### src/rtl/load_store_unit.sv
// load_store_unit
//   Bridges the single-cycle core's load/store path to a word-addressed data
//   memory. One access is in flight at a time, and the core is stalled until
//   that access completes. Byte and half accesses become word-aligned
//   requests with byte enables. Returned load data is shifted into place and
//   then sign- or zero-extended. Misaligned requests are rejected with a
//   one-cycle pulse. Reads that never return are ended by a timeout, which
//   pulses bus_error.
//
// Ports
//   clk, reset                 clock, async active-low reset
//   req_*                      core request (valid, we, size, unsigned, addr, wdata)
//   stall                      hold PC / instruction this cycle
//   load_data, load_valid      formatted load result, 1-cycle pulse
//   misaligned, bus_error      1-cycle fault pulses
//   mem_req/we/addr/wdata/be   memory request, held stable until mem_ready
//   mem_ready                  memory accepts the request
//   mem_rvalid, mem_rdata      read response
module load_store_unit #(
   parameter int unsigned TIMEOUT = 255
) (
   input  logic        clk,
   input  logic        reset,
   input  logic        req_valid,
   input  logic        req_we,
   input  logic [1:0]  req_size,
   input  logic        req_unsigned,
   input  logic [31:0] req_addr,
   input  logic [31:0] req_wdata,
   output logic        stall,
   output logic [31:0] load_data,
   output logic        load_valid,
   output logic        misaligned,
   output logic        bus_error,
   output logic        mem_req,
   input  logic        mem_ready,
   output logic        mem_we,
   output logic [31:0] mem_addr,
   output logic [31:0] mem_wdata,
   output logic [3:0]  mem_be,
   input  logic        mem_rvalid,
   input  logic [31:0] mem_rdata
);

   typedef enum logic [1:0] {IDLE, REQ, WAIT, DONE} state_t;

   state_t      state, state_nxt;
   logic        we_q, uns_q, err_q;
   logic [1:0]  size_q, off_q;
   logic [31:0] cnt;
   logic        mis, accept, tmo_hit, capture;
   logic [3:0]  be_nxt;
   logic [31:0] wdata_nxt;

   // Shift the addressed lane down to bit 0, then extend. Size 11 is a word.
   function automatic logic [31:0] fmt_load(input logic [31:0] d, input logic [1:0] size,
                                            input logic uns, input logic [1:0] off);
      logic [31:0] x;
      x = d >> {off, 3'b000};
      case (size)
         2'b00:   fmt_load = uns ? {24'd0, x[7:0]}  : {{24{x[7]}}, x[7:0]};
         2'b01:   fmt_load = uns ? {16'd0, x[15:0]} : {{16{x[15]}}, x[15:0]};
         default: fmt_load = d;
      endcase
   endfunction

   // Request decode and store formatting, all taken from the live request in IDLE
   always_comb begin
      mis = req_valid && ((req_size == 2'b01 && req_addr[0]) ||
                          (req_size[1] && req_addr[1:0] != 2'b00));
      accept = (state == IDLE) && req_valid && !mis;
      be_nxt    = 4'hF;
      wdata_nxt = req_wdata;
      if (req_we) begin
         case (req_size)
            2'b00: begin
               be_nxt    = 4'b0001 << req_addr[1:0];
               wdata_nxt = {4{req_wdata[7:0]}};
            end
            2'b01: begin
               be_nxt    = 4'b0011 << req_addr[1:0];
               wdata_nxt = {2{req_wdata[15:0]}};
            end
            default: ;
         endcase
      end
   end

   // The timeout fires on the cycle the count reaches TIMEOUT, so there are
   // exactly TIMEOUT WAIT cycles. A TIMEOUT of 0 means wait forever.
   assign tmo_hit = (TIMEOUT != 0) && (cnt == TIMEOUT - 32'd1);
   assign capture = !we_q && mem_rvalid &&
                    ((state == REQ && mem_ready) || state == WAIT);

   always_comb begin
      state_nxt  = state;
      stall      = 1'b0;
      misaligned = 1'b0;
      mem_req    = 1'b0;
      load_valid = 1'b0;
      bus_error  = 1'b0;
      case (state)
         IDLE: begin
            misaligned = (state == IDLE) && mis;
            stall      = accept;
            if (accept) state_nxt = REQ;
         end
         REQ: begin
            mem_req = 1'b1;
            stall   = 1'b1;
            if (mem_ready) state_nxt = (we_q || mem_rvalid) ? DONE : WAIT;
         end
         WAIT: begin
            stall = 1'b1;
            if (mem_rvalid || tmo_hit) state_nxt = DONE;
         end
         DONE: begin
            // The core retires the instruction at this edge. A req_valid seen
            // here still belongs to that same instruction, so it is ignored.
            load_valid = !we_q;
            bus_error  = err_q;
            state_nxt  = IDLE;
         end
         default: state_nxt = IDLE;
      endcase
   end

   always_ff @(posedge clk or negedge reset) begin
      if (!reset) begin
         state     <= IDLE;
         we_q      <= 1'b0;
         uns_q     <= 1'b0;
         err_q     <= 1'b0;
         size_q    <= 2'b00;
         off_q     <= 2'b00;
         cnt       <= 32'd0;
         load_data <= 32'd0;
         mem_we    <= 1'b0;
         mem_addr  <= 32'd0;
         mem_wdata <= 32'd0;
         mem_be    <= 4'd0;
      end else begin
         state <= state_nxt;
         cnt   <= (state == WAIT) ? cnt + 32'd1 : 32'd0;
         if (accept) begin
            we_q      <= req_we;
            uns_q     <= req_unsigned;
            size_q    <= req_size;
            off_q     <= req_addr[1:0];
            err_q     <= 1'b0;
            mem_we    <= req_we;
            mem_addr  <= {req_addr[31:2], 2'b00};
            mem_be    <= be_nxt;
            mem_wdata <= wdata_nxt;
         end
         if (capture) begin
            load_data <= fmt_load(mem_rdata, size_q, uns_q, off_q);
         end else if (state == WAIT && tmo_hit) begin
            load_data <= 32'd0;
            err_q     <= 1'b1;
         end
      end
   end

endmodule

### config.mk
export PLATFORM = sky130hd
export DESIGN_NAME = load_store_unit
export DESIGN_NICKNAME = d
export VERILOG_FILES = /design/src/rtl/load_store_unit.sv
export SDC_FILE = /design/constraint.sdc
export NUM_CORES = 1
export LEC_CHECK = 0
export BUFFER_PORTS_ARGS = -buffer_cell sky130_fd_sc_hd__buf_4
export CELL_PAD_IN_SITES_DETAIL_PLACEMENT = 0
export CELL_PAD_IN_SITES_GLOBAL_PLACEMENT = 1
export CORE_MARGIN = 4
export CORE_UTILIZATION = 35
export DETAILED_ROUTE_END_ITERATION = 12
export PLACE_DENSITY = 0.78
export SLEW_MARGIN = 10
export SYNTH_ARGS = -nofsm -noshare
export SYNTH_HDL_FRONTEND = slang
export SYNTH_SLANG_ARGS = --single-unit
### constraint.sdc
create_clock -name clk -period 1.85 [get_ports clk]
set_input_delay 0.2775 -clock clk [delete_from_list [all_inputs] [get_ports clk]]
set_output_delay 0.2775 -clock clk [all_outputs]
set_load 0.01 [all_outputs]
==> results by group <==
Drt
  • Vias post-DR: 5,520
  • Max Used Layer: met4
  • M1 wire length: 8050 um
  • WL final: 18,400 um
  • Drt drc: 0
  • Starting DRC count in detailed routing: 277
  • Routed Antenna Nets: 0
  • Routed WL per cell: 16.3 um
  • Router iterations before antenna repair: 4
  • Metal3 WL: 1120 um
  • Routed met2 length: 8920 um
  • Via density: 4.88

GRT
  • Antenna violations before repair: 0
  • First-pass GRT wire length: 30,000 um
  • Largest net degree at the start of global routing: 73
  • GRT Total Usage: 17.2%
  • Overflow after GRT: 0
  • Vias in the first global route: 5,493

Power and ir drop
  • Pleak: 4.57 nW
  • VDD IR-drop max: 715 uV
  • Pwr Density: 1460 nW/um^2

CTS
  • Root Driver: clkbuf_16
  • Clock Path Buffers: 2
  • Worst skew pair latency: 420 ps
  • Num Clock Sinks: 139
  • Total CTS buffers: 17
  • CTS clk-pin slew, worst paths: 60 ps
  • CTS tree: yes
  • H-tree depth: 4

Run
  • Max-Cap Viols: 0

Synthesis
  • EDFF count, synth: 0
  • Synth Register Bits: 139
  • Ys Warns: 0
  • Most used DFF post-synth: dfrtp_1
  • Synth Instances: 617
  • Synth area leaders: dfrtp_1, mux2_2, mux2i_1
  • Top post-synthesis cells by count: dfrtp_1, nand2_1, nor2_1, mux2_2, and2_1
  • Sequential area share after synthesis: 51.7%
  • Post-synth ARST share: 100%
  • Count leader, synth: dfrtp_1
  • Cell area after synthesis: 6730 sq um
  • Mean post-synth cell area: 10.9 sq um
  • Yosys cell types: 51
  • Synth area leader: dfrtp_1
  • Share of the synthesized area in the top cell type: 51.7%

Finish
  • Fin area: 9570 sq um
  • Area grow syn2layout: 42.1%
  • Non-Filler Instances: 1,131
  • Layout cells sized above 1: 41.3%
  • Antenna diode count: 0
  • Util after Layout: 50.8%
  • Nets: 972

Floorplanning
  • Core Area: 18,800 sq um
  • Cell Rows: 50
  • Initial core utilization: 35.8%
  • # IOs: 211
  • Die W: 147 um
  • DIE AREA: 21,500 sq um
  • Die Y: 147 um

Timing
  • Tmin final: 1780 ps
  • # setup viols final: 0
  • Fin. max-slew vios: 0
  • Peak Freq: 0.561 GHz
  • Unrepaired setup endpoints after global routing: yes
  • Final clock skew: 8.89 ps
  • Crit share post-route: 96.3%
  • Worst Slack Setup Final: 68.3 ps
  • Hold Vio Cnt, Final: 0

Placed design
  • Post-DP HPWL: 13,500 um
  • Dpl cell area: 8860 sq um
  • Final GP Congestion: 0.852
  • Dpl cells: 1,095
  • Post-placement setup slack: -69.9 ps
  • Port Buffers: 208

Setup path
  • Worst Path Arrival: 2090 ps
  • Worst R2R Setup Slack: 70 ps
  • Worst path cell trace: nor4_2 -> nand4_1 -> nor4_4 -> nor2_2 -> buf_12 -> a22o_1
  • Critical Path RT: 2160 ps
  • Crit-path slowest cell: dfrtp_1
  • Worst Setup Path Type: register to register
  • CP max stage delay: 380 ps
  • CP Capture Type: register
  • Worst Setup Start Kind: register
  • Critical path fanouts, max: 32

Worst hold path
  • Hold crit path type: input port to register

Outcome
  • Status: complete, no violations
==> power breakdown <==
part           total (W)  internal [W]  switching (W)
logic            0.00573       0.00301        0.00272
registers        0.00483       0.00416       0.000677
clock network    0.00338       0.00208        0.00131
==> logic make-up after synthesis <==
kind of cell               synth area share [%]
other                                    0.0557
AOI/OAI and AO/OA                          12.2
muxes                                      11.6
and+or+nand+nor                            15.7
buffers and inverters                      3.79
adders and majority gates                  1.49
xor gates and xnor gates                   3.51
DFF                                        51.7
==> registers in the layout, indices dropped and copies added, names as in the netlist <==
name / cells
cnt: 32
err_q: 1
load_data: 32
mem_addr: 30
mem_be: 4
mem_wdata: 32
off_q: 2
size_q: 2
state: 2
uns_q: 1
we_q: 1
==> worst max-delay path: cells and delay by family (launching register included) <==
kind                   cells  cell delay (ps)
AND/OR/NAND/NOR            4              880
AO/OA/AOI/OAI              1              230
buffers and inverters      1              180
flip-flops                 1              380
==> metal layers <==
| metal | global-route usage [%] | vias to the layer above |
|---|---|---|
| li1 | - | 2659 |
| met2 | 27.5 | 166 |
| met1 | 23.0 | 2674 |
| met4 | 5.64 | 0 |
| met5 | 0 | - |
| met3 | 4.57 | 21 |
==> what timing repair did <==
action | in CTS | in global routing
endpoints found under the setup margin | 15 | 22
pin swaps | 3 | 1
setup buffers | 2 | 2
resized for setup | 7 | 10
hold endpoints to repair | 19 | 0
hold buffers | 1 | 0
==> layout make-up <==
cell class                      instances  area (sq um)
Fill cell                            1712          9260
Sequential cell                       139          3480
Multi-Input combinational cell        431          3100
Timing Repair Buffer                  260          2040
Clock buffer                           20           467
Tap cell                              260           325
Clock inverter                         11           120
Inverter                               10          37.5
==> worst paths after layout <==
| path | start | endpoint | depth (start not counted) |
|---|---|---|---|
| worst max-delay path | cnt[27] | load_data[8] | 6 |
| worst min-delay path | req_addr[19] | mem_addr[19] | 2 |
| worst max register to register | cnt[27] | load_data[8] | 6 |
| worst min register to register | mem_wdata[13] | mem_wdata[13] | 2 |
| max in group asynchronous | reset | cnt[16] | 3 |
| min in group asynchronous | reset | mem_wdata[17] | 2 |
==> placed cells by master (no fill, tap or decap), types with 3 or more instances in the layout <==
| cell type | instances |
|---|---|
| o211ai_1 | 8 |
| dfrtp_1 | 139 |
| o2bb2ai_1 | 23 |
| xnor2_1 | 20 |
| a22o_1 | 10 |
| nor2_1 | 49 |
| clkinv_2 | 4 |
| mux2i_1 | 25 |
| nand4_1 | 9 |
| buf_4 | 251 |
| and2_1 | 28 |
| inv_2 | 3 |
| nor2b_1 | 12 |
| o22ai_1 | 6 |
| clkbuf_16 | 17 |
| nor4_2 | 3 |
| mux2_2 | 45 |
| nand2b_1 | 4 |
| clkbuf_8 | 3 |
| xor2_1 | 7 |
| or3_1 | 4 |
| nand3_1 | 16 |
| a211oi_1 | 6 |
| inv_1 | 7 |
| a21oi_1 | 21 |
| and3_1 | 5 |
| o31ai_1 | 10 |
| buf_12 | 6 |
| ha_1 | 7 |
| nor4_4 | 3 |
| nand2_1 | 50 |
| o21ai_0 | 25 |
| clkinvlp_4 | 3 |
| a21boi_0 | 3 |
| nor3_1 | 4 |
==> metrics by stage <==
step / power, W / setup TNS, ps / hold slack (ps)
after floorplan: 0.00772 / 0 / -18.1
after global placement: 0.0104 / -463 / 143
after detailed placement: 0.0105 / -549 / 140
after CTS: 0.0141 / 0 / 61.5
after global routing: 0.0149 / -360 / 66.7
final: 0.0139 / 0 / 83.9
(Power assumes the default switching activity.)
